### config.mk
export PLATFORM = sky130hd
export DESIGN_NAME = serial_adder
export DESIGN_NICKNAME = d
export VERILOG_FILES = /design/src/rtl/serial_adder.sv
export SDC_FILE = /design/constraint.sdc
export NUM_CORES = 1
export LEC_CHECK = 0
export ABC_AREA = 1
export BUFFER_PORTS_ARGS = -buffer_cell sky130_fd_sc_hd__buf_2
export CAP_MARGIN = 25
export CORE_MARGIN = 10
export CORE_UTILIZATION = 35
export DETAILED_ROUTE_END_ITERATION = 10
export REMOVE_ABC_BUFFERS = 1
export SYNTH_ARGS = -nofsm -noshare
export SYNTH_HDL_FRONTEND = slang
export SYNTH_SLANG_ARGS = --single-unit
### constraint.sdc
create_clock -name clk -period 1.4 [get_ports clk]
set_input_delay 0.07 -clock clk [delete_from_list [all_inputs] [get_ports clk]]
set_output_delay 0.07 -clock clk [all_outputs]
set_load 0.02 [all_outputs]
### src/rtl/serial_adder.sv
// Bit-serial adder/subtractor: one full-adder cell reused LSB-first over WIDTH cycles.
// Latency: start sampled in cycle 0, busy in cycles 1..WIDTH, done pulse in cycle WIDTH+1.
// Backpressure: none; start is ignored while busy and results are held until the next done.
module serial_adder #(
    parameter int WIDTH = 8
) (
    input  logic             clk,
    input  logic             rst,
    input  logic             start,
    input  logic             sub,
    input  logic [WIDTH-1:0] a,
    input  logic [WIDTH-1:0] b,
    input  logic             cin,
    output logic             busy,
    output logic             done,
    output logic [WIDTH-1:0] sum,
    output logic             cout,
    output logic             ovf
);

    localparam int CW = (WIDTH > 1) ? $clog2(WIDTH) : 1;
    localparam logic [CW-1:0] LAST_BIT = CW'(WIDTH - 1);

    typedef enum logic [1:0] {
        S_IDLE = 2'd0,
        S_RUN  = 2'd1,
        S_DONE = 2'd2
    } state_t;

    state_t           state;
    logic [WIDTH-1:0] op_a;
    logic [WIDTH-1:0] op_b;
    logic [WIDTH-1:0] res;
    logic [CW-1:0]    cnt;
    logic             carry;

    logic             bit_s;
    logic             bit_c;
    logic [WIDTH:0]   res_cat;
    logic [WIDTH-1:0] res_next;

    assign bit_s    = op_a[0] ^ op_b[0] ^ carry;
    assign bit_c    = (op_a[0] & op_b[0]) | (op_a[0] & carry) | (op_b[0] & carry);
    // New bit enters at the MSB; slicing the concatenation also covers WIDTH=1.
    assign res_cat  = {bit_s, res};
    assign res_next = res_cat[WIDTH:1];

    always_ff @(posedge clk) begin
        if (rst) begin
            state <= S_IDLE;
            busy  <= 1'b0;
            done  <= 1'b0;
            sum   <= '0;
            cout  <= 1'b0;
            ovf   <= 1'b0;
            op_a  <= '0;
            op_b  <= '0;
            res   <= '0;
            cnt   <= '0;
            carry <= 1'b0;
        end else begin
            done <= 1'b0;
            case (state)
                S_IDLE, S_DONE: begin
                    if (start) begin
                        // Subtraction is a + ~b + 1, so the inverted operand and carry seed do it.
                        op_a  <= a;
                        op_b  <= sub ? ~b : b;
                        carry <= sub ? 1'b1 : cin;
                        res   <= '0;
                        cnt   <= '0;
                        busy  <= 1'b1;
                        state <= S_RUN;
                    end else begin
                        state <= S_IDLE;
                    end
                end
                S_RUN: begin
                    op_a  <= op_a >> 1;
                    op_b  <= op_b >> 1;
                    res   <= res_next;
                    carry <= bit_c;
                    cnt   <= cnt + 1'b1;
                    if (cnt == LAST_BIT) begin
                        // carry here is the carry into the MSB, bit_c the carry out of it.
                        sum   <= res_next;
                        cout  <= bit_c;
                        ovf   <= carry ^ bit_c;
                        busy  <= 1'b0;
                        done  <= 1'b1;
                        state <= S_DONE;
                    end
                end
                default: begin
                    busy  <= 1'b0;
                    state <= S_IDLE;
                end
            endcase
        end
    end

endmodule
# Yosys cells after proc, flatten, opt, wreduce, memory -nomap -nowiden
# Cells that the tools add are included.
[classes] n_eq_ne=5 n_addsub=1 reduce_logical=7 bitwise_logic=10 mux=19
[ops] operator="$pmux W8 S2" count=3
[ops] operator="$mux W8" count=4
[ops] operator="$not A8 Y8" count=1
[ops] operator="$mux W1" count=6
[ops] operator="$pmux W3 S2" count=1
[ops] operator="$reduce_and A2 Y1" count=3
[ops] operator="$ne A2 B2 Y1 const B" count=2
[ops] operator="$pmux W1 S2" count=2
[ops] operator="$pmux W2 S2" count=1
[ops] operator="$reduce_or A2 Y1" count=2
[ops] operator="$add A3 B1 Y3 const B" count=1
[ops] operator="$and A1 B1 Y1" count=3
[ops] operator="$eq A3 B3 Y1 const B" count=1
[ops] operator="$mux W3" count=1
[ops] operator="$xor A1 B1 Y1" count=3
[ops] operator="$eq A2 B1 Y1 const B" count=1
[ops] operator="$eq A2 B2 Y1 const B" count=1
[ops] operator="$logic_not A2 Y1" count=1
[ops] operator="$mux W2" count=1
[ops] operator="$or A1 B1 Y1" count=2
[ops] operator="$reduce_bool A2 Y1" count=1
[ops] operator="$not A1 Y1" count=1
[word_totals] inputBits=21 register_bits=42 output_inout_bits=12 wordCells=53

# Depth between registers and ports, before layout
[logic_depth] ltp_word=4 mapped_depth=8 depth_no_buf=8

# Worst setup path before layout
# No wires, ideal clock.
[synth_timing] path_type="register to register" startpoint="reg cnt[0]" endpoint="reg cout" setup_ps=113 setup_slack_ps=174 path_buffers=0 required_time_ps=1287 arrival_time_ps=1113 stages_incl_launch_ff=9 cell_sequence="dfxtp_1 ha_1 ha_1 inv_1 nor2_4 nand2_1 clkinv_2 nand2_1 nand2_1"
[synth_between] elab_chain_len=2
[synth_rtl] element="start: declaration" line="34" text="logic [CW-1:0] cnt;"
[synth_rtl] element="start signal: assignment" line="83" text="cnt <= cnt + 1'b1;"
[synth_rtl] element="$eq A3 B3 Y1" line="84" text="if (cnt == LAST_BIT) begin"
[synth_rtl] element="$reduce_and A2 Y1 (no line)"
[synth_rtl] element="end signal: assignment" line="87" text="cout <= bit_c;"
[synth_rtl] element="end: declaration" line="17" text="output logic cout,"
# Every way passes these cells.
# A chain may end at the register's enable or synchronous reset.

# Worst setup path in the final report
[layout_timing] startpoint="reg cnt[0]" endpoint="reg sum[7]"
[layout_between] elab_chain_len=2
[layout_rtl] element="$eq A3 B3 Y1" line="84"
[layout_rtl] element="$reduce_and A2 Y1 (no line)"
[layout_rtl] element="end signal: assignment" line="86" text="sum <= res_next;"
[layout_rtl] element="end: declaration" line="16" text="output logic [WIDTH-1:0] sum,"
# Every way passes these cells.

==> summary.md <==
| Metric | Value |
|---|---|
| Peak VDD IR | `~0.5 mV` |
| CP Cell Sequence | `ha_1 > ha_1 > inv_2 > nor2_4 > nand2_4 > clkinvlp_4 > nand2_1 > nand2_1` |
| TritonRoute pass-1 iters | `4` |
| Setup Slack @ Placement | `0.0387 ns` |
| Critical setup path kind | `reg2reg` |
| Worst path max stage delay | `approximately 0.33 ns` |
| Via count | `approximately 1.6k` |
| Area of the multi-input gates | `roughly 810 um^2` |
| Sequential share of the synthesized area | `a little under half` |
| Netlist cell types | `23` |
| Psw | `0.586 mW` |
| Post-synthesis cell area | `0.00181 mm^2` |
| Maximum clock rate | `between 700 and 800 MHz` |
| Final HPWL DP | `2.79 mm` |
| Storage element area | `about 820 um^2` |
| Via density | `between 4 and 5` |
| Worst Reg-to-Reg Cells | `8` |
| Die height | `a little over 90 um` |
| Post-Route WL | `roughly 4.0 mm` |
| Count of pins over their slew limit | `0` |
| Port bufs | `32` |
| Die X | `~92 um` |
| RSZ-0062 raised after global routing | `false` |
| Setup ws final | `between 0.1 and 0.15 ns` |
| Endpoints failing hold | `0` |
| Gpl congestion | `roughly 0.72` |
| DRC | `0` |
| Sum of negative setup slack | `0 ns` |
| Routed Antenna Nets | `0` |
| Fillers | `around 580` |
| H-Tree Depth | `2` |
| Area Growth Syn to Fin | `17.1%` |
| # rows | `26` |
| Crit path to | `sum[7]` |
| Global-route wire length before repair | `around 7.0 mm` |
| Seq cells post-synth | `between 40 and 50` |
| Req. time, crit path | `between 1.5 and 2 ns` |
| Outcome | `finished, final reports clean` |
| YS warnings | `0` |
| Gr ovfl total | `0` |
| Setup violators final | `0` |
| Worst r2r dst | `sum[7]` |
| CTS max path bufs | `2` |
| Gate Count Post-Synth | `between 200 and 300` |
| Critical Path AT | `approximately 1.5 ns` |
| Power Internal | `between 1.5 and 2 mW` |
| CP max stage cell | `dfxtp_1` |
| IO Pins | `33` |
| Final hold slack | `~0.030 ns` |
| Commonest non-fill, non-tap cell in the layout | `nand2_1` |
| Vias in the first global route | `1547` |
| Sw frac | `roughly a quarter` |
| R2r startpoint | `cnt[0]` |
| Max-Cap Viols | `0` |
| Layout cell share with drive strength beyond 1 | `about a fifth` |
| Crit path capture type | `register` |
| N_diodes | `0` |
| Pin count of the biggest net entering global routing | `27` |
| CORE AREA | `slightly above 0.005 mm^2` |
| Power Dens Cells | `between 1000 and 1500 mW/mm^2` |
| CTS tree | `done` |
| Crit. Startpoint | `cnt[0]` |
| Drt wl/cell | `11.3 um` |
| Final worst path period need | `around 1.3 ns` |
| Combinational power share | `about an eighth` |
| Post-Synthesis Mean Instance Area | `7.14 um^2` |
| Initial antenna violation count | `0` |
| Min-delay worst type | `in2reg` |
| CTS Buf Count | `5` |
| Clock latency at the later pin of the worst-skew pair | `~0.29 ns` |
| Num Clock Sinks | `41` |
| Total die area | `0.00846 mm^2` |
| Starting Density | `between 30% and 40%` |
| Commonest cells after routing, fill and taps aside | `nand2_1, dfxtp_1, buf_2` |
| CTS clock-pin slew for the worst setup and hold paths | `approximately 0.070 ns` |
| Seq pwr share | `a little under three fifths` |
| CTS Root Cell | `clkbuf_8` |
| Pleak | `1.08 nW` |
| GRT Util Overall | `under 10%` |
| Detailed Route Iter0 Violations | `around 130` |
| Final period util | `between 90 and 100%` |
| Reg2Reg Setup Slack | `0.10 ns` |
| Max FO, Critical Path | `4` |
| Kind of start point of the critical path | `register` |
| Worst rel slew slack | `between 60 and 70%` |
| Clock network fraction of total power | `approximately 31%` |
| Worst slew pin tran | `between 0.4 and 0.5 ns` |
| Clk_skew | `roughly 0.0052 ns` |
| Final Net Count | `about 310` |
| Post-CTS Setup Bufs | `0` |
stage by stage:
| step | std cells | power (mW) | util [%] | area (um^2) |
|---|---|---|---|---|
| floorplan | 245 | 1.45 | - | 1750 |
| finish | 357 | 2.24 | 41.8 | 2120 |
| detailed placement | 350 | 1.57 | 40.0 | 2030 |
| global route | 357 | 2.35 | 41.8 | 2120 |
| CTS | 356 | 2.26 | 41.5 | 2100 |
| global placement | 350 | 1.56 | 40.0 | 2030 |
per-layer routing:
layer,GRT usage [%],vias to the layer above,share of wire (%)
li1,-,846,-
met1,11.8,716,46
met2,16.2,22,49
met3,2.53,6,3.7
met4,4.63,0,1.8
met5,0,-,0
power groups by stage:
stage / logic (mW) / registers (mW) / clock network, mW
6_report: 0.292 / 1.25 / 0.701
5_1_grt: 0.337 / 1.25 / 0.767
4_1_cts: 0.296 / 1.24 / 0.722
3_5_place_dp: 0.294 / 1.27 / 0
3_3_place_gp: 0.291 / 1.27 / 0
2_1_floorplan: 0.182 / 1.27 / 0
critical path, delay by kind of cell, from the launching register on:
family / cells / cell delay (ns)
flops: 1 / 0.33
fa+ha+maj: 2 / 0.38
simple gates: 4 / 0.27
buf+inv: 2 / 0.21
cells in the mapped netlist:
cell	number	area [um^2]
ha_1	2	25.0
o211ai_1	1	7.51
xor2_1	2	17.5
fa_1	1	20.0
nor2_4	3	33.8
a21oi_1	20	100
buf_6	1	11.3
dfxtp_1	41	821
nand2_2	1	6.26
nor2_1	10	37.5
nor3_1	1	5.00
clkbuf_1	3	11.3
nand3_1	29	145
nand2_1	96	360
buf_2	3	15.0
inv_1	27	101
inv_2	3	11.3
nand2_4	2	22.5
o21ai_0	4	20.0
buf_12	1	20.0
buf_4	1	7.51
clkinv_2	1	5.00
inv_6	1	8.76
kinds of logic (layout without fill, tap and decap cells):
kind of cell | after synthesis | in the layout | synth area share (%)
fa+ha+maj | 3 | 3 | 2.48
simple gates | 142 | 142 | 33.7
compound gates | 25 | 25 | 7.04
buf+inv | 41 | 74 | 10.6
flops | 41 | 41 | 45.3
xor+xnor | 2 | 2 | 0.966
sequential cells by signal (all words and copies together) (netlist names):
| register | flops |
|---|---|
| done | 1 |
| busy | 1 |
| cout | 1 |
| ovf | 1 |
| op_a | 8 |
| sum | 8 |
| state | 2 |
| cnt | 3 |
| carry | 1 |
| res | 7 |
| op_b | 8 |
layout make-up:
class	instances	share of cell area, %
Sequential cell	41	38.7
Multi-Input combinational cell	172	38.1
Timing Repair Buffer	35	9.19
Inverter	32	6.13
Tap cell	70	4.12
Clock buffer	5	3.24
Timing Repair inverter	1	0.354
Clock inverter	1	0.236
what timing repair did:
item,4_1_cts,5_1_grt
resized for setup,0,5
hold buffers,0,0
setup endpoints to repair,0,9
how the worst min path moves through the flow:
stage	start	end	cells after the start
after global placement	a[7]	op_a[7]	3
after floorplan	rst	cnt[1]	1
after CTS	a[7]	op_a[7]	3
after global routing	a[7]	op_a[7]	3
final	a[7]	op_a[7]	3
after detailed placement	a[7]	op_a[7]	3
Power figures use the tool's default switching activity.
